[src/rtl/rom_loader_pkg.sv]
// Shared definitions for the boot ROM loader: FSM state encoding and
// stream-format constants (16-bit word count, 4 bytes per instruction word).
// No ports; imported by rom_loader and word_assembler.
package loader_defines;

  localparam int COUNT_WIDTH    = 16;
  localparam int BYTES_PER_WORD = 4;

  typedef enum logic [2:0] {
    S_COUNT_HI = 3'd0,
    S_COUNT_LO = 3'd1,
    S_DATA     = 3'd2,
    S_CHECK    = 3'd3,
    S_DONE     = 3'd4,
    S_ERROR    = 3'd5
  } state_e;

endpackage

[src/rtl/rom_loader_word_assembler.sv]
// Packs accepted stream bytes MSB-first into 32-bit words; flags the 4th byte.
// Ports: clock/reset (sync, active-high), clear_i drops any partial word,
//        byte_en_i/byte_i accepted data byte, word_o/word_done_o completed word (same cycle).
module word_assembler
  import loader_defines::*;
(
  input  logic        clock,
  input  logic        reset,
  input  logic        clear_i,
  input  logic        byte_en_i,
  input  logic [7:0]  byte_i,
  output logic [31:0] word_o,
  output logic        word_done_o
);

  localparam int CNT_W = $clog2(BYTES_PER_WORD);

  logic [23:0]      shift_q;
  logic [CNT_W-1:0] cnt_q;

  // Word is presented combinationally with its last byte so the caller can
  // register it together with the write strobe on the same edge.
  assign word_o      = {shift_q, byte_i};
  assign word_done_o = byte_en_i && (cnt_q == CNT_W'(BYTES_PER_WORD - 1));

  always_ff @(posedge clock) begin
    if (reset || clear_i) begin
      shift_q <= '0;
      cnt_q   <= '0;
    end else if (byte_en_i) begin
      shift_q <= {shift_q[15:0], byte_i};
      cnt_q   <= cnt_q + CNT_W'(1);
    end
  end

endmodule

[src/rtl/rom_loader.sv]
// Boot-time ROM writer: parses COUNT_HI, COUNT_LO, N words, CHECK from a byte
// stream, writes words to consecutive ROM addresses, releases cpu_reset on a
// valid image. Ports: byte stream in (valid/ready), restart pulse, ROM write
// port out, cpu_reset/done/error status out. All outputs registered.
module rom_loader
  import loader_defines::*;
#(
  parameter int ADDR_WIDTH = 10
) (
  input  logic                  clock,
  input  logic                  reset,
  input  logic                  byte_valid,
  input  logic [7:0]            byte_data,
  output logic                  byte_ready,
  input  logic                  restart,
  output logic                  rom_write_enable,
  output logic [ADDR_WIDTH-1:0] rom_write_address,
  output logic [31:0]           rom_write_data,
  output logic                  cpu_reset,
  output logic                  done,
  output logic                  error
);

  localparam int unsigned MAX_WORDS = 32'd1 << ADDR_WIDTH;

  state_e                 state_q;
  logic                   ready_q;
  logic                   we_q;
  logic                   cpu_reset_q;
  logic                   done_q;
  logic                   error_q;
  logic [COUNT_WIDTH-1:0] count_q;
  logic [COUNT_WIDTH-1:0] count_d;
  logic [7:0]             chk_q;
  logic [7:0]             chk_d;
  logic [ADDR_WIDTH-1:0]  idx_q;
  logic [ADDR_WIDTH-1:0]  addr_q;
  logic [31:0]            data_q;

  logic        xfer;
  logic        data_en;
  logic        word_done;
  logic        last_word;
  logic [31:0] word;

  // A byte offered alongside restart is dropped, not consumed.
  assign xfer    = byte_valid && ready_q && !restart;
  assign data_en = xfer && (state_q == S_DATA);
  assign count_d = {count_q[7:0], byte_data};
  assign chk_d   = chk_q ^ byte_data;

  assign last_word = ({{(32-ADDR_WIDTH){1'b0}}, idx_q} ==
                      ({{(32-COUNT_WIDTH){1'b0}}, count_q} - 32'd1));

  word_assembler u_asm (
    .clock       (clock),
    .reset       (reset),
    .clear_i     (restart),
    .byte_en_i   (data_en),
    .byte_i      (byte_data),
    .word_o      (word),
    .word_done_o (word_done)
  );

  always_ff @(posedge clock) begin
    if (reset || restart) begin
      state_q     <= S_COUNT_HI;
      ready_q     <= 1'b1;
      we_q        <= 1'b0;
      cpu_reset_q <= 1'b1;
      done_q      <= 1'b0;
      error_q     <= 1'b0;
      count_q     <= '0;
      chk_q       <= '0;
      idx_q       <= '0;
      // restart keeps the last ROM write address/data visible
      if (reset) begin
        addr_q <= '0;
        data_q <= '0;
      end
    end else begin
      we_q <= 1'b0;
      if (xfer) begin
        chk_q <= chk_d;
        case (state_q)
          S_COUNT_HI: begin
            count_q <= {8'h00, byte_data};
            state_q <= S_COUNT_LO;
          end
          S_COUNT_LO: begin
            count_q <= count_d;
            if (count_d == '0) begin
              state_q <= S_CHECK;
            end else if ({16'd0, count_d} > MAX_WORDS) begin
              // Oversize is rejected here, so idx_q can never wrap.
              state_q <= S_ERROR;
              ready_q <= 1'b0;
              error_q <= 1'b1;
            end else begin
              state_q <= S_DATA;
            end
          end
          S_DATA: begin
            if (word_done) begin
              we_q   <= 1'b1;
              addr_q <= idx_q;
              data_q <= word;
              idx_q  <= idx_q + ADDR_WIDTH'(1);
              if (last_word) state_q <= S_CHECK;
            end
          end
          S_CHECK: begin
            ready_q <= 1'b0;
            if (byte_data == chk_q) begin
              state_q     <= S_DONE;
              done_q      <= 1'b1;
              cpu_reset_q <= 1'b0;
            end else begin
              state_q <= S_ERROR;
              error_q <= 1'b1;
            end
          end
          default: ;
        endcase
      end
    end
  end

  assign byte_ready        = ready_q;
  assign rom_write_enable  = we_q;
  assign rom_write_address = addr_q;
  assign rom_write_data    = data_q;
  assign cpu_reset         = cpu_reset_q;
  assign done              = done_q;
  assign error             = error_q;

endmodule

[config.mk]
export PLATFORM = sky130hd
export DESIGN_NAME = rom_loader
export DESIGN_NICKNAME = d
export VERILOG_FILES = /design/src/rtl/rom_loader_pkg.sv /design/src/rtl/rom_loader_word_assembler.sv /design/src/rtl/rom_loader.sv
export SDC_FILE = /design/constraint.sdc
export NUM_CORES = 1
export LEC_CHECK = 0
export CAP_MARGIN = 40
export CORE_MARGIN = 5
export CORE_UTILIZATION = 45
export DETAILED_ROUTE_END_ITERATION = 8
export GPL_TIMING_DRIVEN = 1
export MAX_ROUTING_LAYER = met4
export PLACE_DENSITY = 0.67
export SYNTH_ARGS = -nofsm -noshare
export SYNTH_HDL_FRONTEND = slang
export SYNTH_SLANG_ARGS = --single-unit
[constraint.sdc]
create_clock -name clock -period 3.5 [get_ports clock]
set_input_delay 0.35 -clock clock [delete_from_list [all_inputs] [get_ports clock]]
set_output_delay 0.35 -clock clock [all_outputs]
set_load 0.03 [all_outputs]
==> summary.txt, run 1 <==
Outcome
  – Run status: completed

Floorplan
  – Die Area: roughly 0.013 mm²
  – Initial core utilization: 0.459
  – Core area: 0.0103 mm²
  – Die Y-Extent: between 100 and 150 µm
  – Die width: 112 µm
  – Row count: 37
  – # IOs: 59

Logic synthesis
  – Synth async-reset ratio: 0
  – Cell with the most instances after synthesis: nand2_1
  – Area leader, netlist: dfxtp_1
  – Seq cells post-synth: 110
  – Synth Instances: between 400 and 500
  – Post-synth EDFFs: 42
  – Post-synth top cells: nand2_1, dfxtp_1, a21oi_1
  – Post-synth top area share: 0.289
  – Ys flop type: dfxtp_1
  – Synthesized area per cell: between 9 and 10 µm²
  – Synth warn: 0
  – Yosys cell types: 47
  – Largest cells by area after synthesis: dfxtp_1, edfxtp_1, nand2_1, and2_1, a21oi_1
  – Mapped cell area: approximately 0.0047 mm²
  – Seq/Total Area, Yosys: 0.556
  – Post-synthesis net count: 510

Power
  – Pwr Density: roughly 420 mW/mm²
  – Final Power: 0.00235 W
  – LEAKAGE: 1.95 nW
  – Combinational share of power: 0.093
  – Clk network pwr share: 0.325
  – Worst vdd ir: approximately 0.00024 V
  – Total internal power: 0.00177 W
  – Psw: approximately 0.00058 W
  – Net Sw Frac: 0.245
  – Seq pwr share: 0.582

Timing
  – Worst Skew: between 0.01 and 0.015 ns
  – Fin crit period: 2.27 ns
  – Slew HR: 0.476
  – Final setup fails: 0
  – Fin. max-slew vios: 0
  – RSZ-0062 raised after global routing: false
  – Max Freq: around 0.44 GHz
  – Final hold violation count: 0
  – Setup TNS: 0 ns
  – Worst hold slack: about 0.46 ns
  – Worst-margin pin slew: 0.786 ns
  – Final period util: 0.650

Critical path
  – Worst Path Arrival: between 2 and 3 ns
  – CP endpoint kind: flip-flop
  – Worst setup path class: input pin to flip-flop
  – Max Fanout on Critical Path: 29
  – Critical Path RT: between 3 and 4 ns
  – CP Launch Type: input pin

GRT
  – First-pass GRT wire length: 16800 µm
  – Total global routing track utilization: 0.167
  – Initial antenna violation count: 0
  – Largest net degree at the start of global routing: 43
  – GR Overflow Total: 0
  – Vias in the first global route: roughly 3400

Route
  – # DRC: 0
  – Starting DRT DRC Count: 171
  – Per-cell routed wire length: 14.4 µm
  – Vias per inst: slightly above 5
  – Antenna Nets Post-Route: 0
  – DR pass1 iterations: 5
  – Routed WL: 9810 µm
  – Via Count: 3495

Clock tree
  – Setup Buffers After CTS: 0
  – CTS Hold Buffers Added: 0
  – Sink Count: 110
  – H-tree depth: 3
  – Clk Latency, worst-skew pair: between 0.3 and 0.4 ns
  – TritonCTS clock tree: done
  – Clk slew on worst S/H paths: roughly 0.1 ns
  – Clock root buffer: clkbuf_8
  – Post-CTS sizing: 0
  – Total CTS buffers: 9
  – Clock Path Buffers: 2

Place
  – Number of port buffers: 58
  – Routability cong.: approximately 0.86
  – Placed wire-length estimate: about 6800 µm

Hold path
  – HP Class: flip-flop to flip-flop

Cells and area
  – Layout area overhead: 18.8%
  – Nets: 556
  – Reg area: between 0.002 and 0.003 mm²
  – Fill cell count: 956
  – Ant diodes: 0
  – Area of the multi-input gates: slightly below 0.002 mm²
  – Layout cells sized above 1: 0.0514

Flow run
  – Maxcap violations: 0
## final timing paths
path	start	to	slack [ns]	cells after the start
worst max-delay path	restart	idx_q[5]	1.23	7
worst min-delay path	u_asm.shift_q[21]	u_asm.shift_q[21]	0.46	2
worst max register to register	count_q[0]	state_q[0]	1.30	8
worst min register to register	u_asm.shift_q[21]	u_asm.shift_q[21]	0.46	2
## state kept, by name, summed over array words and instances, names as in the netlist
| signal | count |
|---|---|
| byte_ready | 1 |
| chk_q | 8 |
| count_q | 16 |
| cpu_reset | 1 |
| done | 1 |
| error | 1 |
| idx_q | 10 |
| rom_write_address | 10 |
| rom_write_data | 32 |
| rom_write_enable | 1 |
| state_q | 3 |
| u_asm.cnt_q | 2 |
| u_asm.shift_q | 24 |
## cell type report
type | instances | share of cell area
inverters | 10 | 0.00670
repair buffers | 63 | 0.113
well taps | 136 | 0.0304
multi-input cells | 347 | 0.348
clock inverters | 6 | 0.0125
flip-flops and latches | 110 | 0.468
clock buffers | 9 | 0.0221
## worst max-delay path, stage by stage
cell and delay (ns):
clkdlybuf4s50_1 0.50, nand3b_1 0.33, nor3_2 0.26, buf_4 0.33, nand3_1 0.23, or3_1 0.39, a21oi_1 0.16
## per-stage QoR
stage / instances / utilization / area, µm² / setup WS (ns)
final: 681 / 0.545 / 5600 / 1.23
after global routing: 681 / 0.545 / 5600 / 1.02
after CTS: 681 / 0.545 / 5600 / 1.23
after detailed placement: 666 / 0.526 / 5410 / 0.859
after global placement: 666 / 0.526 / 5410 / 0.963
after floorplan: 495 / - / 4720 / 0.730
## metal layers
layer	vias up	wire length (µm)	track usage	part of all wire
li1	1776	-	-	-
met1	1615	4580	0.230	0.47
met2	91	4530	0.252	0.46
met3	13	565	0.0221	0.058
met4	0	142	0.0609	0.014
met5	-	0	-	0
## power groups by stage
stage                     Combinational (W)  Sequential [W]  Clock (W)
after global placement             0.000218         0.00140          0
after floorplan                   0.0000910         0.00144          0
after CTS                          0.000220         0.00137   0.000778
final                              0.000218         0.00137   0.000762
after global routing               0.000234         0.00137   0.000848
after detailed placement           0.000219         0.00140          0
## layout by cell type, fill, tap and decap left out, drive strengths merged, types with 2 or more instances in the layout
cell type and count:
nand2 97, dfxtp 68, clkdlybuf4s50 58, a21oi 47
edfxtp 42, and2 39, nor2 39, xor2 24
nand3 13, xnor2 12, inv 12, nor3 10
clkbuf 9, o21ai 8, or3 7, nor4 6
buf 5, or4 5, nand4 4, nand3b 3
a31oi 3, and3 3, nor3b 3, ha 3
nand2b 3, a211oi 2, o22ai 2, nor4b 2
clkinv 2
## cells by family after synthesis
group           Yosys count  synth area share
mux                       1           0.00212
compound gates           70            0.0828
flops                   110             0.556
fa+ha+maj                 3           0.00796
simple gates            237             0.251
buf+inv                  38            0.0332
xor+xnor                 36            0.0669
No activity file was read; power rests on OpenSTA's default activity.
==> run 2: changes to the inputs <==
clock period = 2.14 ns   (was 3.5 ns; I/O delays follow)
==> run 2 against run 1 <==
  * Total power rose by 67%
  * Flip-flop and latch count did not move
  * Count of clock-buffer cells in the layout did not move
  * Non-clock buffer count rose by 25
  * Clock skew rose by 0.0030 ns
  * Die area did not move
  * Critical endpoint is now state_q[0]
==> summary.txt, run 2 (same netlist as run 1, synthesis figures left out) <==
Clock tree
  – H-tree depth: 3 (unchanged)
  – Clock Path Buffers: 2 (unchanged)
  – TritonCTS clock tree: done
  – Clk slew on worst S/H paths: 0.13 ns (+0.03 ns)
  – Sink Count: 110 (unchanged)
  – Clk Latency, worst-skew pair: 0.37 ns (about the same)
  – Clock root buffer: clkbuf_8
  – Total CTS buffers: 9 (unchanged)

Critical path
  – Worst stage delay on the critical path: 0.56 ns (+0.06 ns)
  – CP Launch Type: flip-flop
  – Slowest cell on crit path: or4_4
  – Cell family with most CP delay: simple AND/OR/NAND/NOR gates
  – Worst path cell trace: or4_4 > nor4_4 > xor2_1 > a211oi_1 > a41oi_1 > o22ai_1
  – CP endpoint kind: flip-flop
  – Worst setup path class: flip-flop to flip-flop
  – Worst Path Arrival: 2.30 ns (-0.26 ns)
  – Worst path buffer plus inverter count: 0 (-2)
  – Max Fanout on Critical Path: 9 (-69%)
  – Critical Path RT: 2.43 ns (-1.35 ns)
  – WP depth: 6 (-1)
  – Reg2Reg Depth: 6 (-2)

Route
  – Routed WL: 10000 µm (+2.3%)
  – # DRC: 0 (unchanged)
  – Antenna Nets Post-Route: 0 (unchanged)
  – Per-cell routed wire length: 14.2 µm (-1.5%)
  – Vias per inst: 5.03 (-1.9%)
  – Starting DRT DRC Count: 192 (+12%)
  – DR pass1 iterations: 5 (unchanged)
  – Via Count: 3559 (+1.8%)

Power
  – Worst vdd ir: 0.000385 V (+62%)
  – Clk network pwr share: 0.328 (+0.003)
  – Net Sw Frac: 0.268 (+0.0222)
  – Pwr Density: 669 mW/mm² (+60%)
  – Seq pwr share: 0.570 (-0.012)
  – LEAKAGE: 2.09 nW (+7.3%)
  – Total internal power: 0.00286 W (+62%)
  – Psw: 0.00105 W (+82%)
  – Combinational share of power: 0.101 (+0.008)

Timing
  – Worst-margin pin slew: 0.534 ns (-0.252 ns)
  – Setup TNS: 0 ns (unchanged)
  – Slew HR: 0.644 (+0.168)
  – Fin. max-slew vios: 0 (unchanged)
  – Fin crit period: roughly 2.0 ns
  – RSZ-0062 raised after global routing: false
  – Final hold violation count: 0 (unchanged)
  – Max Freq: between 0.4 and 0.5 GHz
  – Worst hold slack: 0.460 ns (+0.00317 ns)
  – Final setup fails: 0 (unchanged)
  – Worst Skew: 0.0177 ns (+0.00300 ns)
  – Final period util: 0.937

Floorplan
  – Die width: 112 µm (unchanged)
  – Row count: 37 (unchanged)
  – Die Y-Extent: 112 µm (unchanged)
  – Initial core utilization: 0.459 (unchanged)
  – Die Area: 0.0126 mm² (unchanged)
  – # IOs: 59 (unchanged)
  – Core area: 0.0103 mm² (unchanged)

Cells and area
  – Max reg flops: 32 (unchanged)
  – Layout cells sized above 1: 0.0998 (+0.0484)
  – Layout area overhead: 23.9%
  – Commonest non-fill, non-tap cell in the layout: nand2_1
  – Ant diodes: 0 (unchanged)
  – Nets: 581 (+4.5%)
  – Most frequent cells in the layout: nand2_1, dfxtp_1, clkdlybuf4s50_1

Place
  – Placed wire-length estimate: 7370 µm (+8.0%)
  – Routability cong.: 0.883 (+3.0%)
  – Number of port buffers: 58 (unchanged)

Flow run
  – Maxcap violations: 0 (unchanged)

GRT
  – Met2 Track Usage GR: 0.253 (+0.000397)
  – Total global routing track utilization: 0.166 (-0.000566)
  – First-pass GRT wire length: 16800 µm (-0.17%)
  – Most Crowded Layer GR: met2
  – Met3 Use GR: 0.0189 (-0.00323)
  – Initial antenna violation count: 0 (unchanged)
  – Vias in the first global route: 3345 (-1.3%)
  – GR Overflow Total: 0 (unchanged)
  – Met1 usage: 0.237 (+0.00673)
  – Largest net degree at the start of global routing: 36 (-16%)

Hold path
  – HP Class: flip-flop to flip-flop
  – Hold path cells: 2 (unchanged)

Outcome
  – Run status: completed
## run 2: cell type report
type	count	area, µm²
multi-input cells	347	1960
clock buffers	9	124
fillers	953	4430
flip-flops and latches	110	2620
inverters	10	37.5
well taps	136	170
repair buffers	88	831
clock inverters	7	95.1
## run 2: final timing paths
check | startpoint | end | slack [ns]
max | count_q[5] | state_q[0] | 0.13
min reg2reg | u_asm.shift_q[16] | u_asm.shift_q[16] | 0.46
min | u_asm.shift_q[16] | u_asm.shift_q[16] | 0.46
max reg2reg | count_q[5] | state_q[0] | 0.13
## run 2: power by group through the flow
stage	Combinational, W	Clock (W)	Sequential, W
2_1_floorplan	0.000150	0	0.00235
3_3_place_gp	0.000393	0	0.00228
3_5_place_dp	0.000397	0	0.00228
4_1_cts	0.000399	0.00130	0.00223
5_1_grt	0.000426	0.00140	0.00223
6_report	0.000396	0.00128	0.00223
## run 2: metal layers
metal,vias to the layer above,share of wire
met5,-,0
met1,1653,0.48
met3,8,0.044
met2,82,0.46
met4,0,0.012
li1,1816,-
## run 2: repair_timing
| action | in CTS | in global routing |
|---|---|---|
| setup endpoints to repair | 0 | 1 |
| gates resized for setup | 0 | 2 |
| hold buffers | 0 | 0 |
| hold endpoints to repair | 0 | 0 |
| buffers inserted | 0 | 0 |
## run 2: worst min-delay path: cells and delay by family (launching register included)
family,cells,cell delay (ns)
flops,1,0.33
compound gates,1,0.05
simple gates,1,0.05
## run 2: per-stage QoR
| step | worst slack (ns) | instances | instance area (µm²) | util | power (W) |
|---|---|---|---|---|---|
| 3_3_place_gp | 0.0839 | 691 | 5610 | 0.546 | 0.00267 |
| 5_1_grt | 0.0114 | 707 | 5840 | 0.569 | 0.00406 |
| 2_1_floorplan | 0.0257 | 495 | 4720 | - | 0.00250 |
| 6_report | 0.134 | 707 | 5840 | 0.569 | 0.00391 |
| 3_5_place_dp | 0.0378 | 691 | 5610 | 0.546 | 0.00268 |
| 4_1_cts | 0.0690 | 707 | 5830 | 0.567 | 0.00393 |
